## src/rtl/shift_register_seq.sv

```systemverilog
// shift_register_seq
// Self-sequencing shift register for the shift-add multiplier datapath.
// A WORD_LENGTH operand is loaded zero-extended into a WORD-wide register.
// A start request performs shiftCount single-bit shifts autonomously and then
// pulses done for one cycle. Single manual shifts are accepted while idle.
//
// Optional feature macro: SHIFT_ROTATE_EN
//   defined     : rotate=1 feeds the ejected bit back in as the fill bit
//                 (overrides arith).
//   not defined : the rotate port is accepted but has no effect.
//
// Ports:
//   clk            system clock, rising edge
//   reset          asynchronous active-low reset
//   load           load zero-extended parallelInput (idle only)
//   start          begin automatic sequence of shiftCount shifts (idle only)
//   shift          single manual shift (idle only)
//   dir            0 = left (toward MSB), 1 = right
//   arith          right shift fills MSB with the sign bit
//   rotate         rotate mode (SHIFT_ROTATE_EN builds only)
//   serialInput    fill bit for logical shifts, sampled live every shift
//   shiftCount     number of shifts for a start
//   parallelInput  operand
//   busy           high while the automatic sequence is running
//   done           one-cycle pulse when a sequence completes
//   serialOutput   bit the next shift ejects (direction of the last shift)
//   parallelOutput register contents
//
// States:
//   IDLE  | accepts load / start / shift (priority in that order)
//   SHIFT | one shift per clock with latched controls, counter counts down
//   DONE  | one-cycle completion pulse, inputs ignored

module shift_register_seq #(
  parameter int WORD_LENGTH = 4,
  parameter int WORD        = WORD_LENGTH * 2,
  parameter int COUNT_W     = $clog2(WORD + 1)
) (
  input  logic                   clk,
  input  logic                   reset,
  input  logic                   load,
  input  logic                   start,
  input  logic                   shift,
  input  logic                   dir,
  input  logic                   arith,
  input  logic                   rotate,
  input  logic                   serialInput,
  input  logic [COUNT_W-1:0]     shiftCount,
  input  logic [WORD_LENGTH-1:0] parallelInput,
  output logic                   busy,
  output logic                   done,
  output logic                   serialOutput,
  output logic [WORD-1:0]        parallelOutput
);

  typedef enum logic [1:0] {
    IDLE  = 2'd0,
    SHIFT = 2'd1,
    DONE  = 2'd2
  } state_t;

  state_t             state;
  logic [WORD-1:0]    data;
  logic [COUNT_W-1:0] counter;
  logic               dir_reg;
  logic               arith_reg;
  logic               manual_fill;
  logic               auto_fill;

`ifdef SHIFT_ROTATE_EN
  logic               rot_reg;
`else
  logic               rotate_unused;
  assign rotate_unused = rotate;
`endif

  // Default fill: serialInput, except an arithmetic right shift replicates
  // the sign bit.
  function automatic logic calc_fill(input logic [WORD-1:0] v,
                                     input logic d,
                                     input logic a,
                                     input logic si);
    logic f;
    f = si;
    if (d && a) f = v[WORD-1];
    return f;
  endfunction

  function automatic logic [WORD-1:0] shift_step(input logic [WORD-1:0] v,
                                                 input logic d,
                                                 input logic f);
    logic [WORD-1:0] r;
    if (d) r = {f, v[WORD-1:1]};
    else   r = {v[WORD-2:0], f};
    return r;
  endfunction

  // Manual shifts use the live controls, the automatic sequence the latched
  // ones; serialInput is live in both cases so bits can be streamed in.
  always_comb begin
    manual_fill = calc_fill(data, dir, arith, serialInput);
    auto_fill   = calc_fill(data, dir_reg, arith_reg, serialInput);
`ifdef SHIFT_ROTATE_EN
    if (rotate)  manual_fill = dir     ? data[0] : data[WORD-1];
    if (rot_reg) auto_fill   = dir_reg ? data[0] : data[WORD-1];
`endif
  end

  always_ff @(posedge clk or negedge reset) begin
    if (!reset) begin
      state     <= IDLE;
      data      <= '0;
      counter   <= '0;
      dir_reg   <= 1'b0;
      arith_reg <= 1'b0;
`ifdef SHIFT_ROTATE_EN
      rot_reg   <= 1'b0;
`endif
    end else begin
      case (state)
        IDLE: begin
          if (load) begin
            data <= WORD'(parallelInput);
          end else if (start) begin
            if (shiftCount != '0) begin
              counter   <= shiftCount;
              dir_reg   <= dir;
              arith_reg <= arith;
`ifdef SHIFT_ROTATE_EN
              rot_reg   <= rotate;
`endif
              state     <= SHIFT;
            end else begin
              state <= DONE;
            end
          end else if (shift) begin
            data    <= shift_step(data, dir, manual_fill);
            dir_reg <= dir;
          end
        end
        SHIFT: begin
          data    <= shift_step(data, dir_reg, auto_fill);
          counter <= counter - COUNT_W'(1);
          if (counter == COUNT_W'(1)) state <= DONE;
        end
        DONE:    state <= IDLE;
        default: state <= IDLE;
      endcase
    end
  end

  assign busy           = (state == SHIFT);
  assign done           = (state == DONE);
  assign serialOutput   = dir_reg ? data[0] : data[WORD-1];
  assign parallelOutput = data;

endmodule

```

## config.mk

```make
export PLATFORM = sky130hd
export DESIGN_NAME = shift_register_seq
export DESIGN_NICKNAME = d
export VERILOG_FILES = /design/src/rtl/shift_register_seq.sv
export SDC_FILE = /design/constraint.sdc
export NUM_CORES = 1
export LEC_CHECK = 0
export BUFFER_PORTS_ARGS = -buffer_cell sky130_fd_sc_hd__buf_2
export CAP_MARGIN = 20
export CORE_UTILIZATION = 52
export DETAILED_ROUTE_END_ITERATION = 10
export GPL_TIMING_DRIVEN = 0
export PLACE_DENSITY = 0.89
export RECOVER_POWER = 25
export SYNTH_ARGS = -nofsm -noshare
export SYNTH_HDL_FRONTEND = slang
export SYNTH_SLANG_ARGS = --single-unit
```

## constraint.sdc

```tcl
create_clock -name clk -period 1.6 [get_ports clk]
set_clock_uncertainty 0.1 [all_clocks]
set_input_delay 0.4 -clock clk [delete_from_list [all_inputs] [get_ports clk]]
set_output_delay 0.4 -clock clk [all_outputs]
set_load 0.05 [all_outputs]
```

### After elaboration in Yosys (flattened, before gate mapping)

Index checks and enable logic that the tools add are counted.

* output and inout bits: 11
* flip-flop bits (word level): 16
* input port bits: 17
* word-level logic and storage cells: 49

* reduce and logical (&&, ||, !) cells: 11
* bitwise logic cells: 1
* equal/unequal tests: 10
* multiplexer cells: 21
* add/sub/neg operators: 1

Operator list (number)
* two-way mux 8 bit: 5
* one-hot mux 8 bit (2 select lines): 1
* two-way mux 4 bit: 3
* AND reduction 4 bit: 3
* two-way mux 2 bit: 4
* one-hot mux 4 bit (2 select lines): 1
* two-way mux 1 bit: 6
* inequality test 2 bit, second input constant: 3
* inequality test 3 bit, second input constant: 2
* AND reduction 3 bit: 2
* == test 4 x 1 -> 1 bit, second input constant: 1
* inequality test 2 x 1 -> 1 bit, second input constant: 2
* one-hot mux 2 bit (2 select lines): 1
* nonzero test 2 bit: 2
* nonzero test 4 bit: 1
* subtractor 4 x 1 -> 4 bit, second input constant: 1
* == test 2 x 1 -> 1 bit, second input constant: 1
* == test 2 bit, second input constant: 1
* logical AND 1 bit: 2
* zero test 2 bit: 1
* inverter 1 bit: 1

### Depth between registers and ports, before layout

* word-level depth: 7
* gate-level depth with buffers: 6
* depth with buffers taken out: 5

### Least setup slack after synthesis

Ideal clock, no wire load.

* path kind: register to output
* start: register dir_reg
* end: output port serialOutput
* path buffers: 1
* data required time: 1.100 ns
* data arrival time: 1.160 ns
* stages on the path, launching flop included: 3
* slack: -0.060 ns
* cells stage by stage: dfrtp_1 -> clkbuf_1 -> mux2_2

* longest elaborated chain between the ends: 1

RTL lines
* from (decl): line 65 `logic dir_reg;`
* from (signal assigned): line 127 `dir_reg <= dir;`
* from (signal assigned): line 138 `dir_reg <= dir;`
* two-way mux 1 bit: line 154 `assign serialOutput = dir_reg ? data[0] : data[WORD-1];`
* to (decl): line 52 `output logic serialOutput,`

No other way between the ends.

### Worst setup path after layout

Same ends and word-level chain as after synthesis.

==> run_results.csv <==
group,metric,value,unit
worst_setup_path,rrSetupSlack,0.04,ns
clock_tree,cts_tree,"done",
worst_setup_path,r2r_cells,5,
worst_setup_path,reg2reg_from,"state[0]$_DFFE_PN0P_",
clock_tree,cts_buffers,3,
placement,dp_cells,170,
grt,grt_pass1_vias,1010,
route,viasPerCell,6.04,
sta,worst_slew_pin_slew,0.872,ns
yosys,yosys.area.top_type_share,35.6,%
worst_setup_path,r2r-end,"parallelOutput[2]$_DFFE_PN0P_",
placement,hpwl,1890,um
min_path,worst_hold_path.endpoint,"arith_reg$_DFFE_PN0P_",
layout,final-instance-count-excl-fill,182,
grt,antenna_found_initial,0,
die,io_pins,28,
min_path,hold_path_startpoint,"arith",
sta,hold_viol,0,
grt,grt_use_total,27.0,%
placement,place.gp.congestion,0.818,
outcome,status,"finished with violations",
layout,area_delta_synth_final,30.0,%
route,drcViolationCount,0,
sta,rsz0062_at_grt,"true",
layout,largest_register_ffs,8,
worst_setup_path,required,1.10,ns
yosys,synth_edf_count,0,
worst_setup_path,worstPathMaxFanout,3,
yosys,yosys.area.top_type,"dfrtp_1",
run,maxCapViolCount,0,
yosys,synth.distinct_cells,34,
worst_setup_path,crit_path_end_kind,"output pin",
die,die_x,48.5,um
route,num_vias,1099,
yosys,ys_seq_elements,16,
min_path,min_path_type,"input port to flop",
yosys,yosysMostFrequentCell,"dfrtp_1",
power,powerDensity,2530,nW/um^2
placement,post-place-ws,-0.268,ns
layout,final_util,73.1,%
sta,fmax,591,MHz
route,antenna_left,0,
layout,multi_input_area,706,sq um
route,wire_per_inst,16.5,um
yosys,netlist_top_cells_count,"16 x dfrtp_1, 14 x nor2_1, 13 x a21oi_1, 13 x mux2_2, 9 x mux2i_1",
die,rows,16,
placement,io_buffer_count,25,
layout,design_area,1460,sq um
clock_tree,cts-htree-levels,1,
power,p_total,3.70,mW
die,initial_core_util,56.2,%
yosys,async_reset_ff_share,100,%
sta,timing.slew.headroom,41.9,%
sta,layout_setup_ws,-0.0906,ns
yosys,ys.flop_type,"dfrtp_1",
clock_tree,cts_sinks,16,
route,drt_iter0_drc,45,
grt,grt_max_degree,17,
outcome,violations,"negative setup slack",
min_path,min_path_cells,2,
yosys,yosysWarnings,0,
yosys,syn_nets,137,
sta,finalSetupTns,-0.123,ns
route,first_pass_iters,4,
yosys,syn_area,1130,sq um
clock_tree,clk_latency,0.29,ns
yosys,yosysSeqAreaShare,35.6,%
layout,fillers,138,
sta,period_needed,1.69,ns
die,coreArea,2000,sq um
grt,grt_pass1_wl,4840,um
die,die_h,48.5,um
power,p_leak,0.656,nW
sta,finalHoldWorstSlack,0.283,ns
placement,dpl-instance-area,1290,sq um
die,dieArea,2360,sq um
clock_tree,cts_root_buf,"clkbuf_4",
worst_setup_path,startpoint_type,"flop",
layout,drive_gt1_share,46.5,%
route,wl,3000,um
yosys,syn_avg_cell_area,9.54,sq um
layout,nNetsFinal,176,
sta,fin_crit_sh,106,%
clock_tree,cts.path.max_buffers,2,
clock_tree,clk_pin_slew,0.09,ns
yosys,synthCells,118,
worst_setup_path,arrival,1.19,ns
sta,finalSetupViolations,2,
layout,seq_area,404,sq um
power,ir_drop,0.00144,V
sta,slew_violations,0,
worst_setup_path,path_class,"flop to output pin",
yosys,ys_top_cells_by_area,"dfrtp_1 36%, mux2_2 13%, mux2i_1 8.0%, a21oi_1 5.8%, nor2_1 4.7%",
layout,antenna_cells,0,
grt,overflow,0,
## timing repair
action,CTS,global route
endpoints found under the hold margin,16,0
setup endpoints to repair,5,15
pin swaps,1,1
buffers inserted,8,2
resized for setup,22,7
hold buffers,1,0
## report_power, final
part           switching, mW  internal [mW]  total, mW
sequential             0.251          0.630      0.881
combinational           1.48           1.12       2.61
clock                  0.129         0.0877      0.217
total                   1.86           1.84       3.70
## final cells by class
type	instances	share of cell area, %
multi-input combinational	93	48.2
sequential	16	27.6
clock buffer	3	1.54
tap	27	2.31
inverter	3	1.28
buffer	4	2.22
timing repair buffer	36	16.8
## worst max-delay path, stage by stage, from the launching register on
cell and delay, ns:
dfrtp_2 0.44, mux2_4 0.31, buf_8 0.15
## metal layers
metal / vias to the layer above / share of wire, % / GRT usage (%) / wire (um)
met4: 0 / 1.5 / 10.3 / 44
met3: 8 / 6.9 / 5.97 / 208
met2: 48 / 50 / 44.4 / 1490
met1: 535 / 42 / 34.7 / 1250
li1: 508 / - / - / -
met5: - / 0 / 0 / 0
## how the worst max path moves through the flow
stage | start | to | slack, ns | cells after the start
final | dir_reg$_DFFE_PN0P_ | serialOutput | -0.09 | 2
after global routing | dir_reg$_DFFE_PN0P_ | serialOutput | -0.14 | 2
after CTS | dir_reg$_DFFE_PN0P_ | serialOutput | -0.21 | 3
after detailed placement | load | parallelOutput[2]$_DFFE_PN0P_ | -0.27 | 6
after global placement | load | parallelOutput[2]$_DFFE_PN0P_ | -0.21 | 6
after floorplan | parallelOutput[7]$_DFFE_PN0P_ | serialOutput | 0.008 | 1
## cell families after synthesis
| family | Yosys count | share of synthesized area, % |
|---|---|---|
| fa+ha+maj | 2 | 2.22 |
| buf+inv | 9 | 5.11 |
| mux | 22 | 21.0 |
| simple gates | 39 | 18.6 |
| compound gates | 30 | 17.6 |
| flops | 16 | 35.6 |
## cell usage in the layout (no fill, tap or decap), types with 2 or more instances in the layout
master	Yosys	routed
buf_2	2	20
nor2_1	14	14
a21oi_1	13	13
dfrtp_1	16	13
mux2_2	13	12
mux2i_1	9	9
buf_4	1	9
nor2b_1	6	6
clkbuf_4	0	6
nor3_1	6	5
buf_6	2	4
a211oi_2	0	4
o21ai_0	3	3
nand3_1	3	3
dfrtp_2	0	3
inv_1	2	2
a2bb2oi_1	2	2
a22oi_1	2	2
ha_1	2	2
buf_8	0	2
(Power assumes the default switching activity.)
